File: config.mk
export PLATFORM = sky130hd
export DESIGN_NAME = addsub_serial
export DESIGN_NICKNAME = d
export VERILOG_FILES = /design/src/rtl/addsub_pkg.sv /design/src/rtl/addsub_slice.sv /design/src/rtl/addsub_serial.sv
export SDC_FILE = /design/constraint.sdc
export NUM_CORES = 1
export LEC_CHECK = 0
export BUFFER_PORTS_ARGS = -buffer_cell sky130_fd_sc_hd__buf_2
export CORE_ASPECT_RATIO = 2
export CORE_MARGIN = 5
export CORE_UTILIZATION = 53
export CTS_CLUSTER_DIAMETER = 200
export DETAILED_ROUTE_END_ITERATION = 16
export PLACE_DENSITY = 0.78
export SYNTH_ARGS = -nofsm -noshare
export SYNTH_HDL_FRONTEND = slang
export SYNTH_SLANG_ARGS = --single-unit
File: constraint.sdc
create_clock -name clk -period 1.78 [get_ports clk]
set_input_delay 0 -clock clk [delete_from_list [all_inputs] [get_ports clk]]
set_output_delay 0 -clock clk [all_outputs]
set_load 0.01 [all_outputs]
File: src/rtl/addsub_pkg.sv
// addsub_pkg -- shared definitions for the serial add/subtract block.
//   state_t : FSM encoding (IDLE=0, RUN=1, DONE=2), 2 bits.
//   cnt_w() : width of the slice counter, clog2(N+1) for N slice steps.
package addsub_pkg;

  typedef enum logic [1:0] {
    IDLE = 2'd0,
    RUN  = 2'd1,
    DONE = 2'd2
  } state_t;

  function automatic int cnt_w(input int n);
    return $clog2(n + 1);
  endfunction

endpackage

File: src/rtl/addsub_slice.sv
// addsub_slice -- STEP-bit combinational ripple-carry slice.
//   a_bits, b_bits : slice operands (b already inverted for subtract)
//   cin            : carry into bit 0 of the slice
//   s_bits         : slice sum
//   cout           : carry out of the slice MSB
//   c_msb_in       : carry into the slice MSB (for signed overflow)
module addsub_slice #(
  parameter int STEP = 1
) (
  input  logic [STEP-1:0] a_bits,
  input  logic [STEP-1:0] b_bits,
  input  logic            cin,
  output logic [STEP-1:0] s_bits,
  output logic            cout,
  output logic            c_msb_in
);

  logic [STEP:0] c;

  assign c[0] = cin;

  for (genvar i = 0; i < STEP; i++) begin : g_bit
    assign s_bits[i] = a_bits[i] ^ b_bits[i] ^ c[i];
    assign c[i+1]    = (a_bits[i] & b_bits[i]) | (c[i] & (a_bits[i] ^ b_bits[i]));
  end

  assign cout     = c[STEP];
  assign c_msb_in = c[STEP-1];

endmodule

File: src/rtl/addsub_serial.sv
// addsub_serial -- bit-serial two's-complement adder/subtractor.
// Processes STEP bits per cycle LSB-first, WIDTH/STEP cycles per operation,
// with a valid/ready handshake on both operand and result sides.
//   clk, rst_n              : clock (rising edge), async active-low reset
//   start_valid/start_ready : operand handshake (a, b, sub sampled on accept)
//   a, b, sub               : operands; sub=1 computes a-b
//   res_valid/res_ready     : result handshake
//   sum, cout, ovf          : result, raw carry out of MSB, signed overflow
// Optional build macro ADDSUB_SAT_EN: saturate sum on signed overflow.
module addsub_serial
  import addsub_pkg::*;
#(
  parameter int WIDTH = 8,
  parameter int STEP  = 1
) (
  input  logic             clk,
  input  logic             rst_n,
  input  logic             start_valid,
  output logic             start_ready,
  input  logic [WIDTH-1:0] a,
  input  logic [WIDTH-1:0] b,
  input  logic             sub,
  output logic             res_valid,
  input  logic             res_ready,
  output logic [WIDTH-1:0] sum,
  output logic             cout,
  output logic             ovf
);

  localparam int N  = WIDTH / STEP;
  localparam int CW = cnt_w(N);

  if (WIDTH < 2 || STEP < 1 || (WIDTH % STEP) != 0) begin : g_bad_cfg
    $error("addsub_serial: WIDTH must be >= 2 and a multiple of STEP");
  end

  state_t          state;
  logic [WIDTH-1:0] a_sh;   // a operand shifting out low, result shifting in high
  logic [WIDTH-1:0] b_sh;   // effective b (inverted for sub)
  logic            carry;
  logic [CW-1:0]   count;

  logic [STEP-1:0]  s_bits;
  logic             s_cout;
  logic             s_cmsb;
  logic [WIDTH-1:0] res_next;
  logic [WIDTH-1:0] sum_fin;
  logic             ovf_next;
  logic             last;

  addsub_slice #(.STEP(STEP)) u_slice (
    .a_bits   (a_sh[STEP-1:0]),
    .b_bits   (b_sh[STEP-1:0]),
    .cin      (carry),
    .s_bits   (s_bits),
    .cout     (s_cout),
    .c_msb_in (s_cmsb)
  );

  // Sum bits enter at the top of a_sh as operand bits leave the bottom, so
  // after N steps a_sh holds the complete result.
  if (STEP == WIDTH) begin : g_one_step
    assign res_next = s_bits;
  end else begin : g_multi_step
    assign res_next = {s_bits, a_sh[WIDTH-1:STEP]};
  end

  // Only meaningful on the last step, when the slice holds the operand MSBs.
  assign ovf_next = s_cout ^ s_cmsb;
  assign last     = (count == CW'(N - 1));

`ifdef ADDSUB_SAT_EN
  // On overflow both effective signs agree; positive overflow clamps to max.
  always_comb begin
    sum_fin = res_next;
    if (ovf_next) begin
      if (!a_sh[STEP-1] && !b_sh[STEP-1])
        sum_fin = {1'b0, {(WIDTH-1){1'b1}}};
      else
        sum_fin = {1'b1, {(WIDTH-1){1'b0}}};
    end
  end
`else
  assign sum_fin = res_next;
`endif

  always_ff @(posedge clk or negedge rst_n) begin
    if (!rst_n) begin
      state       <= IDLE;
      a_sh        <= '0;
      b_sh        <= '0;
      carry       <= 1'b0;
      count       <= '0;
      sum         <= '0;
      cout        <= 1'b0;
      ovf         <= 1'b0;
      res_valid   <= 1'b0;
      start_ready <= 1'b1;
    end else begin
      case (state)
        IDLE: begin
          if (start_valid && start_ready) begin
            // sub only steers the operand inversion and carry-in, so it
            // needs no register of its own.
            a_sh        <= a;
            b_sh        <= b ^ {WIDTH{sub}};
            carry       <= sub;
            count       <= '0;
            start_ready <= 1'b0;
            state       <= RUN;
          end
        end
        RUN: begin
          a_sh  <= res_next;
          b_sh  <= b_sh >> STEP;
          carry <= s_cout;
          count <= count + 1'b1;
          if (last) begin
            sum       <= sum_fin;
            cout      <= s_cout;
            ovf       <= ovf_next;
            res_valid <= 1'b1;
            state     <= DONE;
          end
        end
        DONE: begin
          if (res_ready) begin
            res_valid   <= 1'b0;
            start_ready <= 1'b1;
            state       <= IDLE;
          end
        end
        default: begin
          res_valid   <= 1'b0;
          start_ready <= 1'b1;
          state       <= IDLE;
        end
      endcase
    end
  end

endmodule

* Yosys cells after proc, flatten, opt, wreduce, memory -nomap -nowiden
Cells that the tools add are included.
** Cells by class
- Bitwise gates (word level) :: 9
- Reduce and logical (&&, ||, !) cells :: 8
- Muxes and demuxes :: 18
- Add/subtract/negate cells :: 1
- Eq/ne operators :: 6
** Operators by type and width (count)
- $pmux W8 S2 :: 2
- $mux W8 :: 2
- $reduce_and A3 Y1 :: 3
- $pmux W4 S2 :: 1
- $xor A8 B8 Y8 :: 1
- $mux W2 :: 3
- $ne A2 B2 Y1 const B :: 3
- $pmux W1 S3 :: 2
- $pmux W2 S3 :: 1
- $mux W1 :: 5
- $add A4 B1 Y4 const B :: 1
- $eq A4 B3 Y1 const B :: 1
- $mux W4 :: 1
- $reduce_and A2 Y1 :: 2
- $xor A1 B1 Y1 :: 3
- $and A1 B1 Y1 :: 2
- $eq A2 B1 Y1 const B :: 1
- $eq A2 B2 Y1 const B :: 1
- $logic_not A2 Y1 :: 1
- $not A1 Y1 :: 2
- $pmux W1 S2 :: 1
- $reduce_bool A2 Y1 :: 1
- $logic_and A1 B1 Y1 :: 1
- $or A1 B1 Y1 :: 1
** Storage, ports and cells
- Input port bits :: 21
- Output and inout port bits :: 12
- Word-level logic and storage cells :: 52
- Bits in registers :: 35

* Depth between registers and ports, before layout
- Word-level depth :: 4
- Depth in mapped cells :: 5
- Mapped depth without buffers :: 4

* Modules after synthesis
Synthesis repeated with hierarchy kept, for this count alone.
** Second synthesis, totals
- Cells, all modules :: 132
- Area, all modules :: 1605.3 um^2
** By module, submodules not included
- addsub_serial :: area each 1577.8 um^2, instances 1, seq. area each 877.1 um^2, cells an instance 130
- addsub_slice :: area each 27.5 um^2, instances 1, seq. area each 0.0 um^2, cells an instance 2

* Least setup slack after synthesis
No wires, ideal clock.
- Path type :: register to register
- Start :: register start_ready
- End :: register count[2]
- Setup slack :: 0.284 ns
- Required time :: 1.654 ns
- Library setup time :: 0.126 ns
- Data arrival time :: 1.370 ns
- Stages on the path, launching flop included :: 5
- Path buffers :: 1
- Clock period less this slack :: 1.496 ns
- Cells stage by stage :: dfstp_2 a21oi_2 or2_1 buf_6 a221o_1
** On the way
- Longest elaborated chain between the ends :: 3
** RTL lines
- from (decl) :: line addsub_serial.sv:19 : output logic start_ready,
- from (signal assigned) :: line addsub_serial.sv:98 : start_ready <= 1'b1;
- from (signal assigned) :: line addsub_serial.sv:109 : start_ready <= 1'b0;
- from (signal assigned) :: line addsub_serial.sv:129 : start_ready <= 1'b1;
- $logic_and A1 B1 Y1 :: line addsub_serial.sv:102 : if (start_valid && start_ready) begin
- $ne A2 B2 Y1 (no line)
- $reduce_and A2 Y1 (no line)
- to (signal assigned) :: line addsub_serial.sv:117 : count <= count + 1'b1;
- to (decl) :: line addsub_serial.sv:41 : logic [CW-1:0] count;
Every way passes these cells.
A chain may end at the register's enable or synchronous reset.

* Worst setup path after layout
- Start :: register state[1]
- End :: register sum[2]
** On the way
- Longest elaborated chain between the ends :: 2
** RTL lines
- from (decl) :: line addsub_serial.sv:37 : state_t state;
- from (signal assigned) :: line addsub_serial.sv:89 : state <= IDLE;
- from (signal assigned) :: line addsub_serial.sv:110 : state <= RUN;
- from (signal assigned) :: line addsub_serial.sv:123 : state <= DONE;
- $eq A2 B1 Y1 :: line addsub_serial.sv:100 : case (state)
- $reduce_and A2 Y1 (no line)
- to (signal assigned) :: line addsub_serial.sv:119 : sum <= sum_fin;
- to (decl) :: line addsub_serial.sv:25 : output logic [WIDTH-1:0] sum,
Every way passes these cells.

==> flow_summary.ini <==
[floorplanning]
die_y_um = 88.0
dieWidth_um = 49.0
boundaryPins = 33
rows = 28
initial_utilization = 0.548
dieArea_um2 = 4320
coreArea_um2 = 2940

[place]
io_buffers = 32
post-dp-hpwl_um = 2400
dp.cells = 197
gp_congestion = 0.804
place_ws_ns = 0.194

[timing]
setup_viol = 0
slew_headroom = 0.497
timing.fmax_mhz = 618
worst_slack_ns = 0.162
layout_min_cycle_time_ns = 1.62
slew_violations = 0
fin_skew_ns = 0.00493
setup_tns_ns = 0
finalHoldViolations = 0
worst_pin_slew_ns = 0.755
whs_ns = 0.000421
period_share = 0.909
grt_setup_unrepaired = no

[worst_setup_path]
reg2reg_depth = 4
arrival_ns = 1.78
critPathCaptureType = flip-flop
regToRegSetupSlack_ns = 0.16
regToRegStartpoint = state[1]
r2r-end = sum[2]
critPathCapture = sum[2]
critPathLaunch = state[1]
cp-start-kind = flip-flop
path_max_fanout = 16
crit_type = reg -> reg
worst_ep_required_time_ns = 1.94

[clock_tree]
htreeDepth = 2
cts_tree = done
root_buffer = clkbuf_8
cts_buffers = 5
clock-sinks = 35
clock_latency_ns = 0.28
cts.clk_slew.worst_paths_ns = 0.07
clock_path_buffers = 2
post_cts_resized = 0

[synthesis]
ys_seq_elements = 35
synth_cell_types = 34
netlist_top_cells_area = dfrtp_1, mux2_2, o21ai_0
syn_area_per_cell_um2 = 11.6
ys.flop_type = dfrtp_1
synth_common_cells = dfrtp_1, o21ai_0, inv_1, mux2_2, a21oi_1
yosys.area.top_type = dfrtp_1
netlist_area_um2 = 1610
yosys_warnings = 0
async_reset_ff_frac = 1.00
netlist_instances = 139
yosysSeqAreaShare = 0.543
synth_top_area_frac = 0.527
synth_edf_count = 0
post-synth-top-count-cell = dfrtp_1
syn-num-nets = 162

[pwr]
p_leak_nw = 1.04
peakVddDrop_mv = 0.778
power.total_w = 0.00160
power.density_nw_per_um2 = 813

[grt]
antenna_found_initial = 0
grt_max_degree = 36
grt_pass1_wl_um = 5920
track_usage = 0.177
grt_pass1_vias = 1284
globalRouteOverflowTotal = 0

[routing]
drt-pass1-iter-count = 4
drc = 0
drt_wl_total_um = 3350
vias = 1184
vias_per_cell = 5.64
drtIter0Drc = 18
wire_per_inst_um = 16.0
ant_nets = 0

[finish]
fillers = 235
drive_gt1_frac = 0.317
multiInputGateArea_um2 = 648
regArea_um2 = 877
area_growth_pct = 22.1
antenna_cells = 0
finalNonFillerCells = 210
fin_nets = 202

[min_path]
hp-class = in -> reg

[flow_run]
max-cap-violations = 0

[status]
status = complete, no violations
==> stage by stage <==
step	cell area [um^2]	utilization
after floorplan	1610	-
after global placement	1800	0.613
after detailed placement	1800	0.613
after CTS	1970	0.670
after global routing	1970	0.670
final	1970	0.670
==> report_power, final <==
part	internal (W)	total, W	switching [W]	leakage (nW)
registers	0.000795	0.000795	0	0.480
clock network	0.000453	0.000730	0.000278	0.0612
logic	0.0000375	0.0000758	0.0000383	0.501
total	0.00129	0.00160	0.000316	1.04
==> registers in the layout, indices dropped and copies added, names as in the netlist <==
register     count
cout             1
state            2
carry            1
ovf              1
start_ready      1
b_sh             8
a_sh             8
res_valid        1
count            4
sum              8
==> worst max-delay path: stages (launching register included) <==
cell and delay [ns]:
dfrtp_1 0.53, nand2b_1 0.24, nor3_2 0.15, buf_4 0.22, mux2_2 0.36
==> layout make-up <==
class / count / share of cell area
sequential: 35 / 0.445
multi-input combinational: 86 / 0.329
timing repair buffer: 41 / 0.128
clock buffer: 6 / 0.0419
inverter: 10 / 0.0190
tap: 30 / 0.0190
clock inverter: 2 / 0.0178
==> cells in the final DEF (no fill, tap or decap), drive strengths merged, types with 2 or more instances in the layout <==
cell / Yosys / final
nor3: 2 / 2
buf: 5 / 36
xor2: 8 / 8
dlygate4sd3: 0 / 5
o22ai: 8 / 8
a21oi: 10 / 10
o21ai: 18 / 18
nor2: 3 / 3
inv: 10 / 10
nor2b: 2 / 2
mux2: 10 / 10
clkbuf: 3 / 6
mux2i: 8 / 8
a221o: 2 / 2
o22a: 2 / 2
dfrtp: 34 / 34
==> logic make-up after synthesis <==
logic type                 synth area share
AOI/OAI and AO/OA                     0.164
xor gates and xnor gates             0.0488
adders and majority gates            0.0202
buffers and inverters                0.0550
DFF                                   0.543
muxes                                 0.119
and+or+nand+nor                      0.0488
==> how the worst min path moves through the flow <==
stage,cells past startpoint,startpoint,slack (ns),end
2_1_floorplan,0,rst_n,-0.30,a_sh[0]
3_3_place_gp,1,rst_n,0.1,a_sh[3]
3_5_place_dp,1,rst_n,0.11,a_sh[4]
4_1_cts,3,b[7],0.001,b_sh[7]
5_1_grt,3,b[7],0.01,b_sh[7]
6_report,3,b[7],0.0004,b_sh[7]
==> what timing repair did <==
item	in CTS	in global routing
hold buffers	5	0
buffers inserted	0	0
hold endpoints to repair	38	0
==> layer usage <==
metal	wire length (um)	global-route usage
met1	1310	0.192
met2	1810	0.314
met3	179	0.0511
met4	58	0.0784
met5	0	0
Power figures use the tool's default switching activity.
